===== src/rtl/lsu_pkg.sv =====
// Shared encodings for the load/store unit: access sizes, FSM states and the
// request legality rule used at accept time.
package lsu_pkg;

  localparam logic [1:0] SZ_BYTE = 2'd0;
  localparam logic [1:0] SZ_HALF = 2'd1;
  localparam logic [1:0] SZ_WORD = 2'd2;
  localparam logic [1:0] SZ_ILL  = 2'd3;

  typedef enum logic [1:0] {IDLE, RD, WR, RESP} state_t;

  // Illegal size, misaligned half/word, or outside the 256-byte window.
  function automatic logic req_error(input logic [1:0] size, input logic [31:0] addr);
    logic err;
    err = (size == SZ_ILL) ||
          (size == SZ_HALF && addr[0]) ||
          (size == SZ_WORD && addr[1:0] != 2'b00) ||
          (addr[31:8] != 24'd0);
    return err;
  endfunction

endpackage


===== src/rtl/lsu_lane.sv =====
// Combinational lane logic: extracts/extends load data from a memory word and
// merges right-aligned store data into the addressed little-endian lane(s).
module lsu_lane
  import lsu_pkg::*;
(
  input  logic [1:0]  size,
  input  logic        sign_ext,
  input  logic [1:0]  offset,
  input  logic [31:0] word,
  input  logic [31:0] wdata,
  output logic [31:0] load_data,
  output logic [31:0] merged
);

  logic [4:0]  sh;
  logic [31:0] shifted;
  logic [31:0] mask;

  always_comb begin
    sh      = {offset, 3'b000};
    shifted = word >> sh;
    mask    = 32'hFFFF_FFFF;
    case (size)
      SZ_BYTE: begin
        load_data = {{24{sign_ext & shifted[7]}}, shifted[7:0]};
        mask      = 32'h0000_00FF << sh;
      end
      SZ_HALF: begin
        load_data = {{16{sign_ext & shifted[15]}}, shifted[15:0]};
        mask      = 32'h0000_FFFF << sh;
      end
      default: load_data = word;
    endcase
    // Word stores see an all-ones mask, so the merge degenerates to wdata.
    merged = (word & ~mask) | ((wdata << sh) & mask);
  end

endmodule


===== src/rtl/load_store_unit.sv =====
// Single-outstanding load/store unit in front of a 64x32 word memory with
// combinational read; byte/half stores are done as read-modify-write.
module load_store_unit
  import lsu_pkg::*;
(
  input  logic        clk,
  input  logic        rst,
  input  logic        req_valid,
  output logic        req_ready,
  input  logic        req_we,
  input  logic [1:0]  req_size,
  input  logic        req_signed,
  input  logic [31:0] req_addr,
  input  logic [31:0] req_wdata,
  output logic        resp_valid,
  input  logic        resp_ready,
  output logic [31:0] resp_rdata,
  output logic        resp_err,
  output logic        mem_we,
  output logic [5:0]  mem_a,
  output logic [31:0] mem_d,
  input  logic [31:0] mem_q
);

  state_t      state;
  logic        we_p0;
  logic        sgn_p0;
  logic [1:0]  size_p0;
  logic [7:0]  addr_p0;
  logic [31:0] wdata_p0;
  logic [31:0] cap_p0;
  logic [31:0] lane_word;
  logic [31:0] lane_load;
  logic [31:0] lane_merged;

  // In WR the lane logic merges into the word captured during RD.
  assign lane_word = (state == WR) ? cap_p0 : mem_q;

  lsu_lane u_lane (
    .size      (size_p0),
    .sign_ext  (sgn_p0),
    .offset    (addr_p0[1:0]),
    .word      (lane_word),
    .wdata     (wdata_p0),
    .load_data (lane_load),
    .merged    (lane_merged)
  );

  assign req_ready  = (state == IDLE) && !rst;
  assign resp_valid = (state == RESP);
  assign mem_we     = (state == WR);
  assign mem_a      = (state == RD || state == WR) ? addr_p0[7:2] : 6'd0;
  assign mem_d      = (state == WR) ? lane_merged : 32'd0;

  // Control: FSM and response registers, cleared asynchronously.
  always_ff @(posedge clk or posedge rst) begin
    if (rst) begin
      state      <= IDLE;
      resp_rdata <= 32'd0;
      resp_err   <= 1'b0;
    end else begin
      case (state)
        IDLE: if (req_valid) begin
          resp_rdata <= 32'd0;
          resp_err   <= req_error(req_size, req_addr);
          if (req_error(req_size, req_addr))
            state <= RESP;
          else if (req_we && req_size == SZ_WORD)
            state <= WR;
          else
            state <= RD;
        end
        RD: begin
          if (!we_p0) begin
            resp_rdata <= lane_load;
            state      <= RESP;
          end else begin
            state <= WR;
          end
        end
        WR:   state <= RESP;
        RESP: if (resp_ready) state <= IDLE;
        default: state <= IDLE;
      endcase
    end
  end

  // Stage p0: request latch at accept and RMW capture in RD (data, no reset).
  always_ff @(posedge clk) begin
    if (state == IDLE && req_valid) begin
      we_p0    <= req_we;
      size_p0  <= req_size;
      sgn_p0   <= req_signed;
      addr_p0  <= req_addr[7:0];
      wdata_p0 <= req_wdata;
    end
    if (state == RD) cap_p0 <= mem_q;
  end

endmodule

===== config.mk =====
export PLATFORM = sky130hd
export DESIGN_NAME = load_store_unit
export DESIGN_NICKNAME = d
export VERILOG_FILES = /design/src/rtl/lsu_pkg.sv /design/src/rtl/lsu_lane.sv /design/src/rtl/load_store_unit.sv
export SDC_FILE = /design/constraint.sdc
export NUM_CORES = 1
export LEC_CHECK = 0
export CORE_ASPECT_RATIO = 0.8
export CORE_MARGIN = 5
export CORE_UTILIZATION = 28
export DETAILED_ROUTE_END_ITERATION = 10
export GPL_TIMING_DRIVEN = 0
export PLACE_DENSITY_LB_ADDON = 0.05
export SETUP_SLACK_MARGIN = 0.05
export SYNTH_ARGS = -nofsm -noshare
export SYNTH_HDL_FRONTEND = slang
export SYNTH_SLANG_ARGS = --single-unit

===== constraint.sdc =====
create_clock -name clk -period 3.7 [get_ports clk]
set_clock_uncertainty 0.2 [all_clocks]
set_input_delay 0.74 -clock clk [delete_from_list [all_inputs] [get_ports clk]]
set_output_delay 0.74 -clock clk [all_outputs]
set_load 0.1 [all_outputs]

==> summary.md <==
| Metric | Value |
|---|---|
| Global Route Usage Sum | `17.1%` |
| Final std cells w/o fill | `964` |
| Cells after synthesis | `500` |
| Minimum clock period | `3.56 ns` |
| Pleak | `3.24 nW` |
| Fin crit share | `96.2%` |
| Worst Setup EP | `mem_d[22]` |
| Crit path depth | `8` |
| Ys Warns | `0` |
| Final GP Congestion | `0.854` |
| Status | `complete, no violations` |
| Syn Std Cell Area | `0.00585 mm2` |
| Max Slew Vio Count | `0` |
| Total CTS buffers | `9` |
| TritonRoute pass-1 iters | `5` |
| GR Overflow Total | `0` |
| Clock power share | `13.0%` |
| Max_cap viols | `0` |
| Vias in the first global route | `5179` |
| Buf/Inv on CP | `4` |
| CTS sink count | `111` |
| Slowest-stage cell, CP | `edfxtp_1` |
| Die height | `139 um` |
| Share of layout cells above drive strength 1 | `19.5%` |
| Worst setup path start | `addr_p0[1]` |
| Port bufs | `177` |
| Final core occ | `40.9%` |
| Antenna violations before repair | `1` |
| Crit path kind | `reg -> out` |
| Nets@finish | `797` |
| H-tree levels | `3` |
| # rows | `47` |
| CP cell instances | `nor2b_1 > clkbuf_1 > or3_1 > buf_2 > buf_6 > o211ai_2 > o211a_1 > buf_4` |
| R2r endpoint | `resp_rdata[20]` |
| Crit Reg-Reg Startpoint | `state[1]` |
| Die Wd | `172 um` |
| Final Hold Violating Endpoints | `0` |
| Comb pwr share | `62.1%` |
| RSZ-0062 raised after global routing | `false` |
| Initial Utilization | `28.4%` |
| Avg Cell Area, Syn | `11.7 um2` |
| Fmax | `0.281 GHz` |
| Worst-Margin Slew | `0.992 ns` |
| Area Growth Syn to Fin | `44.4%` |
| Pin count of the biggest net entering global routing | `39` |
| Post-DP HPWL | `16.4 mm` |
| Core area | `0.0206 mm2` |
| CTS root buf | `clkbuf_16` |
| Seq/Total Area, Yosys | `54.0%` |
| Commonest non-fill, non-tap cells in the layout | `clkdlybuf4s50_1, edfxtp_1, nand2_1, mux2i_1` |
| Final hold slack | `0.313 ns` |
| Post-Place Cells | `948` |
| R2R depth | `7` |
| Switching power of the nets | `0.00411 W` |
| Clk pin slew, worst setup/hold paths | `0.07 ns` |
| Setup Buffers After CTS | `0` |
| CTS tree | `done` |
| Hold WC Path Type | `reg -> reg` |
| Critical path launch point type | `register` |
| WL final | `20.7 mm` |
| Via/cell ratio | `5.08` |
| Yosys reg bits | `111` |
| R2r setup slk | `0.64 ns` |
| Worst-Skew Late Latency | `0.35 ns` |
| Post-synth top area share | `39.0%` |
| Avg WL per Cell | `21.5 um` |
| Sw frac | `53.5%` |
| Critical path endpoint category | `output pin` |
| Top cells by area, synth | `edfxtp_1, dfrtp_1, mux2i_1` |
| Crit Path Max Fanout | `10` |
| Antenna Violating Nets Remaining | `0` |
| First-pass GRT wire length | `30.9 mm` |
| Int Pwr | `0.00358 W` |
| VDD IR max | `0.557 mV` |
| Power per Cell Area | `910 mW/mm2` |
| Crit path arrival time | `2.62 ns` |
| Clk buf depth | `2` |
| Most common cell after layout, fill and taps aside | `clkdlybuf4s50_1` |
| Synthesized Nets | `608` |
| Fill cell count | `1997` |
| Post-route DRC | `0` |
| Die area | `0.0239 mm2` |
| Initial detailed-routing violation count | `399` |
| Final setup violation count | `0` |
| Family with the most delay on the worst path | `buffers and inverters` |
| Netlist cell types | `50` |
| WP data required | `2.76 ns` |
| Post-synth top flop | `edfxtp_1` |
| Synth area leader | `edfxtp_1` |
| Sequential Power Share | `24.9%` |
| Worst path max stage delay | `0.52 ns` |
| # IOs | `178` |
| Max-slew headroom | `33.7%` |
| Vias | `4893` |
| EDFF count, synth | `76` |
| Post-synth ARST share | `31.5%` |
synth_stat cells (6+ instances only):
library cell  number
dfrtp_1           35
o211a_1            8
edfxtp_1          76
and2_1             7
o2111ai_1          6
clkbuf_1          14
a22oi_1           15
mux2_2            23
nor3b_1            9
o221ai_1           7
buf_2             12
a32oi_1            9
o211ai_1           8
inv_1              7
a222oi_1           6
nor2_1            16
mux2i_1           48
nand2_1           66
a21boi_0           8
nand3_1           17
nor2b_1           20
nor4_1             7
o21ai_0            9
a21oi_1           19
what timing repair did:
item | in CTS | in global routing
gates resized for setup | 198 | 3
hold buffers | 0 | 0
gates cloned | 0 | 0
pin swaps | 0 | 0
endpoints found under the setup margin | 32 | 32
kinds of logic (layout without fill, tap and decap cells):
group,after synthesis,in the layout,synth area share [%]
adders and majority gates,4,4,0.855
AOI/OAI and AO/OA,110,110,14.5
buffers and inverters,42,236,3.53
and+or+nand+nor,160,160,13.7
other,0,1,0
muxes,73,73,13.4
DFF,111,111,54.0
worst register-to-register path, delay by kind of cell, from the launching register on:
| family | cells | cell delay (ns) |
|---|---|---|
| fa+ha+maj | 1 | 0.74 |
| flops | 1 | 0.41 |
| buf+inv | 2 | 0.49 |
| compound gates | 1 | 0.29 |
| simple gates | 3 | 0.86 |
layout make-up:
type                    count  area [um2]  area share [%]
diodes                      1        2.50          0.0296
repair buffers            179        1730            20.5
well taps                 269         337            3.98
plain buffers              33         183            2.16
multi-input cells         347        2710            32.1
clock buffers              11         240            2.84
clock inverters             5        57.6           0.681
flip-flops and latches    111        3160            37.4
inverters                   8        30.0           0.355
metal layers:
metal | vias up | part of all wire (%) | GRT usage, %
met5 | - | 0 | 0
met1 | 2421 | 49 | 25.5
li1 | 2283 | - | -
met4 | 0 | 0.41 | 2.79
met2 | 180 | 44 | 25.6
met3 | 9 | 7.0 | 4.17
power by group through the flow:
stage	sequential, W	clock, W	combinational (W)
after floorplan	0.00276	0	0.00270
after global placement	0.00195	0	0.00477
after detailed placement	0.00195	0	0.00481
after CTS	0.00192	0.00103	0.00480
after global routing	0.00195	0.00108	0.00499
final	0.00192	0.00100	0.00477
registers in the layout (all words and copies together), names as in the netlist:
register	cells
we_p0	1
sgn_p0	1
resp_err	1
state	2
size_p0	2
cap_p0	32
wdata_p0	32
resp_rdata	32
addr_p0	8
metrics by stage:
stage	area (um2)	setup slack, ns	setup TNS, ns	total power, W
floorplan	6060	0.0884	0	0.00547
global placement	8170	-0.565	-16.23	0.00672
detailed placement	8220	-0.636	-17.61	0.00675
CTS	8450	0.0869	0	0.00775
global route	8450	0.0534	0	0.00803
finish	8450	0.142	0	0.00769
worst min-delay path by stage:
stage	start	endpoint	slack, ns	cells after the start
after floorplan	cap_p0[0]	resp_rdata[0]	0.36	2
after global placement	resp_rdata[2]	resp_rdata[2]	0.30	2
after detailed placement	resp_rdata[5]	resp_rdata[5]	0.28	2
after CTS	resp_rdata[5]	resp_rdata[5]	0.31	2
after global routing	resp_rdata[5]	resp_rdata[5]	0.33	2
final	resp_rdata[1]	resp_rdata[1]	0.31	2
Note: power is estimated with default switching activity, not from simulation.
